`config.mk`:
```
export PLATFORM = sky130hd
export DESIGN_NAME = uart_rx
export DESIGN_NICKNAME = d
export VERILOG_FILES = /design/src/rtl/uart_pkg.sv /design/src/rtl/uart_sync_2ff.sv /design/src/rtl/uart_rx.sv
export SDC_FILE = /design/constraint.sdc
export NUM_CORES = 1
export LEC_CHECK = 0
export CAP_MARGIN = 20
export CORE_UTILIZATION = 35
export CTS_BUF_LIST = sky130_fd_sc_hd__clkbuf_4
export CTS_CLUSTER_DIAMETER = 120
export DETAILED_ROUTE_END_ITERATION = 10
export HOLD_SLACK_MARGIN = 0.15
export MAX_ROUTING_LAYER = met4
export SYNTH_ARGS = -nofsm -noshare
export SYNTH_HDL_FRONTEND = slang
export SYNTH_SLANG_ARGS = --single-unit
```
`constraint.sdc`:
```
create_clock -name clk_i -period 2 [get_ports clk_i]
set_clock_uncertainty 0.05 [all_clocks]
set_input_delay 0.2 -clock clk_i [delete_from_list [all_inputs] [get_ports clk_i]]
set_output_delay 0.2 -clock clk_i [all_outputs]
set_load 0.01 [all_outputs]
```
`src/rtl/uart_pkg.sv`:
```
// Shared UART types and constants: receive FSM state encoding and default framing.
package uart_pkg;

    typedef enum logic [1:0] {
        IDLE  = 2'd0,
        START = 2'd1,
        DATA  = 2'd2,
        STOP  = 2'd3
    } uart_rx_state_e;

    localparam int unsigned UART_OVERSAMPLE_DEFAULT = 16;
    localparam int unsigned UART_DATA_BITS_DEFAULT  = 8;
    localparam int unsigned UART_DATA_BITS_MIN      = 5;
    localparam int unsigned UART_DATA_BITS_MAX      = 8;

endpackage

```
`src/rtl/uart_sync_2ff.sv`:
```
// Two-flop synchroniser for an asynchronous level input, with a selectable reset value.
module uart_sync_2ff #(
    parameter logic ResetVal = 1'b1
) (
    input  logic clk_i,
    input  logic rst_i,
    input  logic d_i,
    output logic q_o
);

    logic meta_q;
    logic sync_q;

    // Two-stage capture of the asynchronous input.
    always_ff @(posedge clk_i) begin
        if (rst_i) begin
            meta_q <= ResetVal;
            sync_q <= ResetVal;
        end else begin
            meta_q <= d_i;
            sync_q <= meta_q;
        end
    end

    assign q_o = sync_q;

endmodule

```
`src/rtl/uart_rx.sv`:
```
// UART receive engine: oversampled 8N1 deserialiser with a valid/ready byte output.
//
// state | meaning
// IDLE  | waiting for a high-to-low edge on the synchronised line
// START | counting to mid start bit; a high sample there is treated as a glitch
// DATA  | sampling one data bit per bit period, LSB first
// STOP  | sampling the stop bit; high loads the byte, low flags a frame error
module uart_rx
    import uart_pkg::*;
#(
    parameter int unsigned OverSampleRate = 16,
    parameter int unsigned DataBits       = 8
) (
    input  logic                clk_i,
    input  logic                rst_i,
    input  logic                baudx16_tick_i,
    input  logic                rx_i,
    input  logic                rx_ready_i,
    output logic [DataBits-1:0] rx_data_o,
    output logic                rx_valid_o,
    output logic                rx_busy_o,
    output logic                rx_frame_err_o,
    output logic                rx_overrun_o
);

    localparam int unsigned TW = $clog2(OverSampleRate);
    localparam int unsigned BW = $clog2(DataBits + 1);

    localparam logic [TW-1:0] TICK_HALF = TW'(OverSampleRate / 2 - 1);
    localparam logic [TW-1:0] TICK_LAST = TW'(OverSampleRate - 1);
    localparam logic [BW-1:0] BIT_LAST  = BW'(DataBits - 1);

    uart_rx_state_e      state_q;
    logic [TW-1:0]       tick_cnt_q;
    logic [BW-1:0]       bit_cnt_q;
    logic [DataBits-1:0] shift_q;
    logic [DataBits-1:0] data_q;
    logic                valid_q;
    logic                busy_q;
    logic                frame_err_q;
    logic                overrun_q;
    logic                rx_prev_q;

    logic rx_s;
    logic start_edge;
    logic accept;

    uart_sync_2ff #(
        .ResetVal (1'b1)
    ) u_sync_rx (
        .clk_i (clk_i),
        .rst_i (rst_i),
        .d_i   (rx_i),
        .q_o   (rx_s)
    );

    assign start_edge = rx_prev_q & ~rx_s;
    assign accept     = valid_q & rx_ready_i;

    // Frame FSM with counters, shift register and registered handshake/status outputs.
    always_ff @(posedge clk_i) begin
        if (rst_i) begin
            state_q     <= IDLE;
            tick_cnt_q  <= '0;
            bit_cnt_q   <= '0;
            shift_q     <= '0;
            data_q      <= '0;
            valid_q     <= 1'b0;
            busy_q      <= 1'b0;
            frame_err_q <= 1'b0;
            overrun_q   <= 1'b0;
            rx_prev_q   <= 1'b1;
        end else begin
            rx_prev_q   <= rx_s;
            frame_err_q <= 1'b0;
            overrun_q   <= 1'b0;
            if (accept) begin
                valid_q <= 1'b0;
            end
            case (state_q)
                IDLE: begin
                    if (start_edge) begin
                        state_q    <= START;
                        tick_cnt_q <= '0;
                        busy_q     <= 1'b1;
                    end
                end
                START: begin
                    if (baudx16_tick_i) begin
                        if (tick_cnt_q == TICK_HALF) begin
                            if (!rx_s) begin
                                state_q    <= DATA;
                                tick_cnt_q <= '0;
                                bit_cnt_q  <= '0;
                            end else begin
                                state_q <= IDLE;
                                busy_q  <= 1'b0;
                            end
                        end else begin
                            tick_cnt_q <= tick_cnt_q + TW'(1);
                        end
                    end
                end
                DATA: begin
                    if (baudx16_tick_i) begin
                        if (tick_cnt_q == TICK_LAST) begin
                            shift_q    <= {rx_s, shift_q[DataBits-1:1]};
                            tick_cnt_q <= '0;
                            bit_cnt_q  <= bit_cnt_q + BW'(1);
                            if (bit_cnt_q == BIT_LAST) begin
                                state_q <= STOP;
                            end
                        end else begin
                            tick_cnt_q <= tick_cnt_q + TW'(1);
                        end
                    end
                end
                STOP: begin
                    if (baudx16_tick_i) begin
                        if (tick_cnt_q == TICK_LAST) begin
                            state_q    <= IDLE;
                            busy_q     <= 1'b0;
                            tick_cnt_q <= '0;
                            if (rx_s) begin
                                // A load in the same cycle as an accept keeps valid set.
                                data_q    <= shift_q;
                                valid_q   <= 1'b1;
                                overrun_q <= valid_q & ~rx_ready_i;
                            end else begin
                                frame_err_q <= 1'b1;
                            end
                        end else begin
                            tick_cnt_q <= tick_cnt_q + TW'(1);
                        end
                    end
                end
                default: begin
                    state_q <= IDLE;
                    busy_q  <= 1'b0;
                end
            endcase
        end
    end

    assign rx_data_o      = data_q;
    assign rx_valid_o     = valid_q;
    assign rx_busy_o      = busy_q;
    assign rx_frame_err_o = frame_err_q;
    assign rx_overrun_o   = overrun_q;

endmodule
```
* Word-level counts from Yosys, hierarchy flattened
Index checks and enable logic that the tools add are counted.
Word-level totals: output and inout bits 12, input port bits 5, flip-flop bits (word level) 33, logic and storage cells 87
Operators by class: bitwise logic cells 8, reductions and logical operators 12, eq/ne operators 18, add/subtract/negate cells 2, muxes and demuxes 35
Operator list (number):
- 2-to-1 mux 4 bit | 10
- 2-to-1 mux 2 bit | 9
- != test 2 bit, second input constant | 9
- 2-to-1 mux 1 bit | 12
- case mux 4 bit (3 select lines) | 1
- adder 4 x 1 -> 4 bit, second input constant | 2
- equality test 4 x 3 -> 1 bit, second input constant | 2
- case mux 2 bit (4 select lines) | 1
- case mux 4 bit (2 select lines) | 1
- AND reduction 4 bit | 2
- AND reduction 8 bit | 1
- AND reduction 7 bit | 1
- AND reduction 6 bit | 1
- NOT 1 bit | 5
- OR reduction 5 bit | 1
- equality test 2 bit, second input constant | 2
- equality test 4 bit, second input constant | 1
- != test 2 x 1 -> 1 bit, second input constant | 2
- OR reduction 4 bit | 1
- bitwise AND 1 bit | 3
- != test 3 bit, second input constant | 1
- case mux 1 bit (3 select lines) | 1
- AND reduction 3 bit | 1
- nonzero test 3 bit | 1
- 4 further kinds | 4

* Longest topological paths before layout
Gate-level depths: netlist of run 1.
depth after elaboration 6, mapped depth 6, gate-level depth less buffers 5

* Cells and area by module
From an unflattened synthesis of run 1, not the netlist that was laid out.
Second synthesis, totals: cells, all modules 150, area, all modules 1416.4 µm²
By module, submodules not included:
- uart_rx | instances 1, area an instance 1363.8 µm², cells an instance 146, seq. area each 620.6 µm²
- uart_sync_2ff | instances 1, area an instance 52.6 µm², cells an instance 4, seq. area each 40.0 µm²

* Worst setup path before layout of run 1
Ideal clock, no wire load.
kind register to register, from register u_sync_rx.sync_q (netlist: u_sync_rx.q_o), to register state_q[0], arrival 1426 ps, data required time 1879 ps, path buffers 1, setup time 71 ps, stages on the path, launching flop included 6, period minus slack after synthesis 1547 ps, path slack 453 ps, path through dfxtp_1 buf_6 nor4b_4 nor2_2 or4b_1 a21oi_1
Between the ends: longest elaborated chain between the ends 4
Ends and longest elaborated chain:
- start: declaration | RTL line uart_sync_2ff.sv:12 | logic sync_q;
- start signal: assignment | RTL line uart_sync_2ff.sv:18 | sync_q <= ResetVal;
- start signal: assignment | RTL line uart_sync_2ff.sv:21 | sync_q <= meta_q;
- NOT 1 bit (no line)
- bitwise AND 1 bit | RTL line uart_rx.sv:57 | assign start_edge = rx_prev_q & ~rx_s;
- != test 2 bit (no line)
- AND reduction 8 bit (no line)
- end signal: assignment | RTL line uart_rx.sv:63 | state_q <= IDLE;
- end signal: assignment | RTL line uart_rx.sv:83 | state_q <= START;
- end signal: assignment | RTL line uart_rx.sv:92 | state_q <= DATA;
- end: declaration | RTL line uart_rx.sv:33 | uart_rx_state_e state_q;
No other way between the ends. A chain may end at the register's enable or synchronous reset.

==> qor.yml, run 1 <==
outcome: "completed"
yosys_warnings: 0
worst_hold_slack_ns: 0.375
cts_tree: "yes"
fp.dieArea_mm2: 0.00430
yosysMostFrequentCell: "dfxtp_1"
drv_cap: 0
ioPinCount: 17
syn_area_per_cell_um2: 9.69
gp_congestion: 0.773
crit_type: "flop to flop"
critical_path_required_ns: 2.22
synth_edf_count: 0
synth_flop_cell: "dfxtp_1"
die_w_um: 65.6
synth.ff_latch_count: 33
via_count: 1096
avgViaCountPerCell: 5.07
drc_errors: 0
max_stage_delay_ns: 0.65
fin_nets: 174
die_h_um: 65.6
area_growth_pct: 20.8
fmax_ghz: 0.560
ant_nets: 0
antenna_found_initial: 0
dpl_cell_area_mm2: 0.00163
dp_hpwl_um: 1870
layout_min_cycle_time_ns: 1.78
synth_top_cell_by_area: "dfxtp_1"
async_flop_share: 0
ir_worst_vdd_mv: 0.305
synth_area_mm2: 0.00142
drive_gt1_frac: 0.119
finalSetupViolations: 0
first_global_vias: 1077
track_usage: 0.150
synth.area.top_cells: "dfxtp_1 47%, mux2i_1 12%, nor2_1 6.4%"
numCtsBuffers: 5
setup-tns-final_ns: 0
yosys.area.top_type_share: 0.467
crit_chain: "o21a_1 > nor2_2 > or4b_1 > a21oi_1"
arrival_ns: 2.00
wirelength_um: 2690
path_clk_slew_ns: 0.10
antenna_cells: 0
clockBufferDepth: 2
port_buffers: 16
p_leak_nw: 0.643
relSlewSlack: 0.660
ys_types: 38
hold_path_class: "flop to flop"
clock_latency_ns: 0.33
cts.sinks: 33
power-per-cell-area_mw_per_mm2: 717
drv_slew: 0
slowest_stage: "dfxtp_1"
rsz0062_at_grt: "false"
critPathMaxFanout: 14
synth_commonest_cells: "33 x dfxtp_1, 24 x nor2_1, 17 x mux2i_1, 8 x a21oi_1"
routedWlPerCell_um: 12.4
start_kind: "flop"
grt_pass1_wl_um: 4800
dr.pass1.iters: 4
root_buffer: "clkbuf_4"
cts_hold_buf: 0
initial_core_util: 0.375
netlist_instances: 146
cts_resized: 0
fin_crit_sh: 0.892
worst_slew_pin_slew_ns: 0.509
cp-end-kind: "flop"
overflow: 0
hold_violations: 0
post_cts_buffers: 0
ys_seq_area_frac: 0.467
h-tree-depth: 2
placeableCoreArea_mm2: 0.00377
final_area_mm2: 0.00171
rows: 22
syn_nets: 153
grt_max_degree: 15
drt_iter0_drc: 20
-- logic make-up after synthesis --
group	after synthesis	synth area share
AO/OA/AOI/OAI	24	0.105
XOR/XNOR	3	0.0186
adder cells (fa/ha/maj)	2	0.0177
buffers and inverters	11	0.0460
flip-flops	33	0.467
multiplexers	17	0.120
AND/OR/NAND/NOR	56	0.225
-- per-layer routing --
layer / vias to the layer above / share of wire / track usage
met1: 499 / 0.50 / 0.189
met2: 33 / 0.43 / 0.222
met3: 2 / 0.061 / 0.0469
met5: - / 0 / -
met4: 0 / 0.0060 / 0.0598
li1: 562 / - / -
-- worst max-delay path, delay by kind of cell (launching register included) --
family / cells / cell delay [ns]
AND/OR/NAND/NOR: 2 / 0.59
AO/OA/AOI/OAI: 2 / 0.44
flip-flops: 1 / 0.65
-- worst paths after layout --
check                         startpoint                       end  slack, ns  cells past startpoint
max                                 flop   state_q[0]$_SDFFE_PP0P_       0.22                      4
min          u_sync_rx.meta_q$_SDFF_PP1_  u_sync_rx.q_o$_SDFF_PP1_       0.38                      1
max reg2reg                         flop   state_q[0]$_SDFFE_PP0P_       0.22                      4
min reg2reg  u_sync_rx.meta_q$_SDFF_PP1_  u_sync_rx.q_o$_SDFF_PP1_       0.38                      1
-- layout make-up --
type	count	area (um2)
fillers	355	2060
multi-input cells	102	689
flip-flops and latches	33	661
repair buffers	23	213
well taps	48	60.1
clock buffers	6	45.0
clock inverters	2	33.8
inverters	2	7.51
-- sequential cells by signal, indices dropped and copies added, names as in the netlist, named ones only --
signal and cells:
rx_valid_o 1, shift_q 8, state_q 1, rx_overrun_o 1, rx_data_o 8, bit_cnt_q 4
u_sync_rx.meta_q 1, tick_cnt_q 4, rx_busy_o 1, rx_prev_q 1, u_sync_rx.q_o 1, rx_frame_err_o 1
-- report_power, final --
group | internal [mW] | total, mW | switching (mW) | leakage (nW)
sequential | 0.663 | 0.675 | 0.0115 | 0.267
clock | 0.274 | 0.488 | 0.214 | 0.0433
combinational | 0.0318 | 0.0631 | 0.0314 | 0.333
-- cell usage in the layout, fill, tap and decap left out, drive strengths merged, types with 3 or more instances in the layout --
cell,count
mux2i,17
o21ai,5
dfxtp,33
nor3,4
xnor2,3
nand2,5
nand3,3
clkbuf,6
a21oi,8
or2,3
nor2,26
buf,7
clkdlybuf4s50,16
nand3b,3
-- stage by stage --
| step | setup WS [ns] | std cells | power, mW | utilization |
|---|---|---|---|---|
| 4_1_cts | 0.222 | 216 | 1.24 | 0.453 |
| 6_report | 0.216 | 216 | 1.23 | 0.453 |
| 3_5_place_dp | 0.130 | 208 | 0.753 | 0.432 |
| 3_3_place_gp | 0.175 | 208 | 0.752 | 0.432 |
| 2_1_floorplan | 0.453 | 146 | 0.727 | - |
| 5_1_grt | 0.0974 | 216 | 1.29 | 0.453 |
(Power assumes the default switching activity.)
==> run 2: changes to the inputs <==
--- a/config.mk
+++ b/config.mk
@@ -6,6 +6,7 @@
 export NUM_CORES = 1
 export LEC_CHECK = 0
 export CAP_MARGIN = 20
+export CORE_MARGIN = 2
 export CORE_UTILIZATION = 35
 export CTS_BUF_LIST = sky130_fd_sc_hd__clkbuf_4
 export CTS_CLUSTER_DIAMETER = 120
==> run 2 against run 1 <==
Against the previous run:
- total power up 0.30%
- sequential power is essentially flat
- sequential share of layout area up 0.50 points
- non-clock buffer count down 3
- hold slack got worse by 0.0094 ns
- global-route usage shrank 0.78 points
- flip-flop and latch count unchanged
- register-to-register slack worse by 0.03 ns
- cell count shrank 0.46%
- first-iteration DRC count rose to 4.0 times the previous value
- count of clock-buffer cells in the layout did not move
- combinational power shrank 3.2%
- highest routed layer unchanged
==> qor.yml, run 2 (same netlist as run 1, synthesis figures left out) <==
outcome: "completed"
drive_gt1_frac: 0.109  # -0.00996
internal_power_mw: 0.967  # -0.14%
area_growth_pct: 19.5
p_switching_mw: 0.262  # +1.9%
initial_core_util: 0.359  # -0.0163
ir_worst_vdd_mv: 0.405  # +32%
seq_area_um2: 662  # +0.19%
grt_pass1_wl_um: 4760  # -0.85%
met2_length_um: 1180  # +2.7%
clockBufferDepth: 2  # unchanged
dpl_cell_area_mm2: 0.00161  # -1.2%
first_global_vias: 1047  # -2.8%
fmax_ghz: 0.552  # -1.4%
clockPowerShare: 0.402  # +0.004
swShare: 0.213  # +0.00344
final_area_mm2: 0.00169  # -1.1%
routedWlPerCell_um: 12.7  # +2.1%
hold_path_class: "flop to flop"
drv_slew: 0  # unchanged
multiInputGateArea_um2: 689  # unchanged
rows: 23  # +4.5%
overflow: 0  # unchanged
cp-end-kind: "flop"
port_buffers: 16  # unchanged
placeableCoreArea_mm2: 0.00394  # +4.5%
layout_min_cycle_time_ns: 1.81  # +0.0258 ns
via_count: 1107  # +1.0%
wirelength_um: 2730  # +1.6%
final_common_cell: "dfxtp_1"
hold_violations: 0  # unchanged
power-per-cell-area_mw_per_mm2: 727  # +1.4%
fp.dieArea_mm2: 0.00457  # +6.2%
rsz0062_at_grt: "false"
start_kind: "flop"
p_leak_nw: 0.629  # -2.2%
dp_hpwl_um: 1870  # +0.11%
ant_nets: 0  # unchanged
place_inst: 207  # -0.48%
antenna_cells: 0  # unchanged
drv_cap: 0  # unchanged
crit_type: "flop to flop"
antenna_found_initial: 0  # unchanged
fin_crit_sh: 0.905  # +0.0129
instances_no_fill: 215  # -0.46%
fin_nets: 171  # -1.7%
numCtsBuffers: 5  # unchanged
drc_errors: 0  # unchanged
m1WireLength_um: 1380  # +1.9%
track_usage: 0.142  # -0.00780
cts.sinks: 33  # unchanged
finalSetupViolations: 0  # unchanged
critPathMaxFanout: 13  # -1
die_w_um: 67.6  # +3.0%
final_cell_mix: "32 x dfxtp_1, 24 x nor2_1, 17 x mux2i_1"
pwr-share-comb: 0.050  # -0.002
highest_layer: "met4"
h-tree-depth: 2  # unchanged
clock_latency_ns: 0.34  # about the same
worst_slew_pin_slew_ns: 0.581  # +0.0718 ns
root_buffer: "clkbuf_4"
fill_cells: 373  # +5.1%
arrival_ns: 1.96  # -0.04 ns
path_clk_slew_ns: 0.09  # about the same
seqPwrFrac: 0.548  # -0.002
grt_max_degree: 18  # +3
critical_path_required_ns: 2.15  # -0.07 ns
avgViaCountPerCell: 5.15  # +1.5%
cts_tree: "yes"
drt_iter0_drc: 79  # +300%
post-route-util: 0.429  # -0.0245
setup-tns-final_ns: 0  # unchanged
dr.pass1.iters: 4  # unchanged
relSlewSlack: 0.611  # -0.0486
route.met3.wl_um: 132  # -20%
die_h_um: 67.6  # +3.0%
ioPinCount: 17  # unchanged
gp_congestion: 0.767  # -0.76%
worst_hold_slack_ns: 0.366  # -0.00943 ns
r2r_slack_ns: 0.19  # -0.03 ns
run 2: cell count changes in the layout (fill, tap and decap cells not counted):
cell and change:
dfxtp_2 +1, buf_4 -3, dfxtp_1 -1
run 2: final timing paths:
| kind | from | to | depth (start not counted) |
|---|---|---|---|
| max | state_q[0]$_SDFFE_PP0P_ | bit_cnt_q[2]$_SDFFE_PP0P_ | 4 |
| min | u_sync_rx.meta_q$_SDFF_PP1_ | u_sync_rx.q_o$_SDFF_PP1_ | 1 |
| min reg2reg | u_sync_rx.meta_q$_SDFF_PP1_ | u_sync_rx.q_o$_SDFF_PP1_ | 1 |
| max reg2reg | state_q[0]$_SDFFE_PP0P_ | bit_cnt_q[2]$_SDFFE_PP0P_ | 4 |
run 2: area by class of cell:
class                      instances  share of cell area
clock buffer                       6              0.0266
clock inverter                     2              0.0200
inverter                           2             0.00444
multi-input combinational        102               0.408
sequential                        33               0.392
tap                               50              0.0370
timing repair buffer              20               0.113
run 2: worst max-delay path: stages, from the launching register on:
cell,delay [ns]
dfxtp_1,0.59
or4b_1,0.49
a21oi_1,0.22
mux2i_1,0.23
a21oi_1,0.09
run 2: timing repair:
action,CTS,global route
buffers inserted,0,0
setup endpoints to repair,0,8
resized for setup,0,1
hold buffers,0,0
run 2: power groups by stage:
| stage | sequential, mW | combinational [mW] | clock (mW) |
|---|---|---|---|
| 2_1_floorplan | 0.683 | 0.0438 | 0 |
| 3_3_place_gp | 0.690 | 0.0600 | 0 |
| 3_5_place_dp | 0.690 | 0.0610 | 0 |
| 4_1_cts | 0.675 | 0.0613 | 0.508 |
| 5_1_grt | 0.677 | 0.0687 | 0.542 |
| 6_report | 0.674 | 0.0611 | 0.494 |
run 2: per-layer routing:
metal / track usage / up-vias
met3: 0.0450 / 5
met5: - / -
met2: 0.197 / 26
met1: 0.188 / 521
met4: 0.0612 / 0
li1: - / 555
run 2: per-stage QoR:
step | setup WS [ns] | power, mW
final | 0.190 | 1.23
after global routing | 0.0727 | 1.29
after CTS | 0.145 | 1.24
after detailed placement | 0.130 | 0.751
after global placement | 0.157 | 0.750
after floorplan | 0.453 | 0.727
==> run 3: changes to the inputs <==
--- a/config.mk
+++ b/config.mk
@@ -13,6 +13,7 @@
 export DETAILED_ROUTE_END_ITERATION = 10
 export HOLD_SLACK_MARGIN = 0.15
 export MAX_ROUTING_LAYER = met4
+export PLACE_DENSITY = 0.63
 export SYNTH_ARGS = -nofsm -noshare
 export SYNTH_HDL_FRONTEND = slang
 export SYNTH_SLANG_ARGS = --single-unit
==> run 3 against run 2 <==
Against the previous run:
- critical path depth did not move
- sequential power barely moved
- global-route usage fell by 0.056 points
- hold slack barely moved
- fmax rose by 3.0%
- largest power group unchanged
- total power fell by 0.73%
- setup slack improved by 0.052 ns
- via count fell by 0.54%
- count of clock-buffer cells in the layout fell by 1
- design area did not move
- critical endpoint unchanged
- die area did not move
==> qor.yml, run 3 (same netlist as run 1, synthesis figures left out) <==
rsz0062_at_grt: "false"
root_buffer: "clkbuf_4"
critPathBufInv: 0  # unchanged
drt_iter0_drc: 58  # -27%
die_h_um: 67.6  # unchanged
ioPinCount: 17  # unchanged
track_usage: 0.142  # -0.000562
cts_tree: "yes"
outcome: "completed"
place_inst: 207  # unchanged
final_cell_mix: "32 x dfxtp_1, 24 x nor2_1, 17 x mux2i_1"
critPathMaxFanout: 13  # unchanged
via_count: 1101  # -0.54%
rows: 23  # unchanged
antenna_cells: 0  # unchanged
grt_max_degree: 18  # unchanged
fin_nets: 171  # unchanged
setup_ws_ns: 0.242  # +0.0524 ns
final_common_cell: "dfxtp_1"
drv_cap: 0  # unchanged
post_cts_buffers: 0  # unchanged
first_global_vias: 1037  # -0.96%
gp_congestion: 0.762  # -0.69%
post-place-ws_ns: 0.105  # -0.0257 ns
grt.busiest_layer: "met2"
numCtsBuffers: 5  # unchanged
overflow: 0  # unchanged
p_leak_nw: 0.624  # -0.71%
crit_type: "flop to flop"
port_buffers: 16  # unchanged
instances_no_fill: 215  # unchanged
placeableCoreArea_mm2: 0.00394  # unchanged
layout_min_cycle_time_ns: 1.76  # -0.0524 ns
drive_gt1_frac: 0.109  # unchanged
use_met3: 0.0400  # -0.00500
worst_slew_pin_slew_ns: 0.573  # -0.00841 ns
finalSetupViolations: 0  # unchanged
critical_path_required_ns: 2.14  # about the same
dr.pass1.iters: 5  # +1
ir_worst_vdd_mv: 0.347  # -14%
fp.dieArea_mm2: 0.00457  # unchanged
cts.sinks: 33  # unchanged
wirelength_um: 2760  # +1.0%
fmax_ghz: 0.569  # +3.0%
drc_errors: 0  # unchanged
slowest_stage: "dfxtp_1"
h-tree-depth: 2  # unchanged
cts_hold_buf: 0  # unchanged
cp-end-kind: "flop"
cpMostUsedCell: "a21oi_1"
die_w_um: 67.6  # unchanged
initial_core_util: 0.359  # unchanged
setup-tns-final_ns: 0  # unchanged
clockBufferDepth: 2  # unchanged
routedWlPerCell_um: 12.8  # +1.0%
fill_cells: 366  # -1.9%
worst_hold_slack_ns: 0.366  # +0.000114 ns
max_stage_delay_ns: 0.61  # +0.02 ns
power-per-cell-area_mw_per_mm2: 722  # -0.73%
hold_violations: 0  # unchanged
grt_pass1_wl_um: 4630  # -2.8%
path_clk_slew_ns: 0.10  # about the same
grt_use_met2: 0.223  # +0.0257
avgViaCountPerCell: 5.12  # -0.54%
area_growth_pct: 19.5  # unchanged
fin_crit_sh: 0.879  # -0.0262
cp_top_family: "flip-flops"
relSlewSlack: 0.617  # +0.00562
ant_nets: 0  # unchanged
dp_hpwl_um: 1930  # +3.2%
hold_path_class: "flop to flop"
crit_chain: "or4b_1 > a21oi_1 > mux2i_1 > a21oi_1"
start_kind: "flop"
arrival_ns: 1.90  # -0.06 ns
met1_usage: 0.161  # -0.0272
clock_latency_ns: 0.32  # -0.02 ns
drv_slew: 0  # unchanged
antenna_found_initial: 0  # unchanged
==> run 3: cell count changes in the layout (fill, tap and decap cells not counted), sizes merged <==
| cell | delta |
|---|---|
| clkbuf | -1 |
| clkinvlp | +1 |
==> run 3: what timing repair did <==
action | 4_1_cts | 5_1_grt
hold endpoints to repair | 0 | 0
resized for setup | 0 | 1
setup endpoints to repair | 0 | 1
==> run 3: worst reg2reg max path, stage by stage (launching register included) <==
cell	delay, ns
dfxtp_1	0.61
or4b_1	0.48
a21oi_1	0.21
mux2i_1	0.20
a21oi_1	0.07
==> run 3: through the flow <==
step                cell area (um2)  power [mW]   util
floorplan                      1420       0.727      -
global placement               1610       0.748  0.408
detailed placement             1610       0.751  0.408
CTS                            1690        1.24  0.428
global route                   1690        1.28  0.429
finish                         1690        1.22  0.429
==> run 3: report_power, final <==
part	internal [mW]	total (mW)	switching, mW	leakage [nW]
combinational	0.0305	0.0618	0.0313	0.318
sequential	0.663	0.675	0.0112	0.267
clock	0.259	0.484	0.226	0.0389
total	0.953	1.22	0.268	0.624
==> run 3: area by class of cell <==
type	count	area, um2	share of cell area
Clock buffer	5	37.5	0.0222
Multi-Input combinational cell	102	689	0.408
Inverter	2	7.51	0.00444
Timing Repair Buffer	20	190	0.113
Sequential cell	33	662	0.392
Tap cell	50	62.6	0.0370
Clock inverter	3	41.3	0.0244
==> run 3: path summary, 6_finish.rpt <==
kind / from / slack, ns / depth (start not counted) / endpoint
min reg2reg: u_sync_rx.meta_q$_SDFF_PP1_ / 0.37 / 1 / u_sync_rx.q_o$_SDFF_PP1_
max: state_q[0]$_SDFFE_PP0P_ / 0.24 / 4 / bit_cnt_q[2]$_SDFFE_PP0P_
max reg2reg: state_q[0]$_SDFFE_PP0P_ / 0.24 / 4 / bit_cnt_q[2]$_SDFFE_PP0P_
min: u_sync_rx.meta_q$_SDFF_PP1_ / 0.37 / 1 / u_sync_rx.q_o$_SDFF_PP1_
==> run 3: metal layers <==
layer  up-vias  wire length, um
li1        551                -
met1       521             1300
met2        23             1310
met3         6               93
met4         0               51
met5         -                0
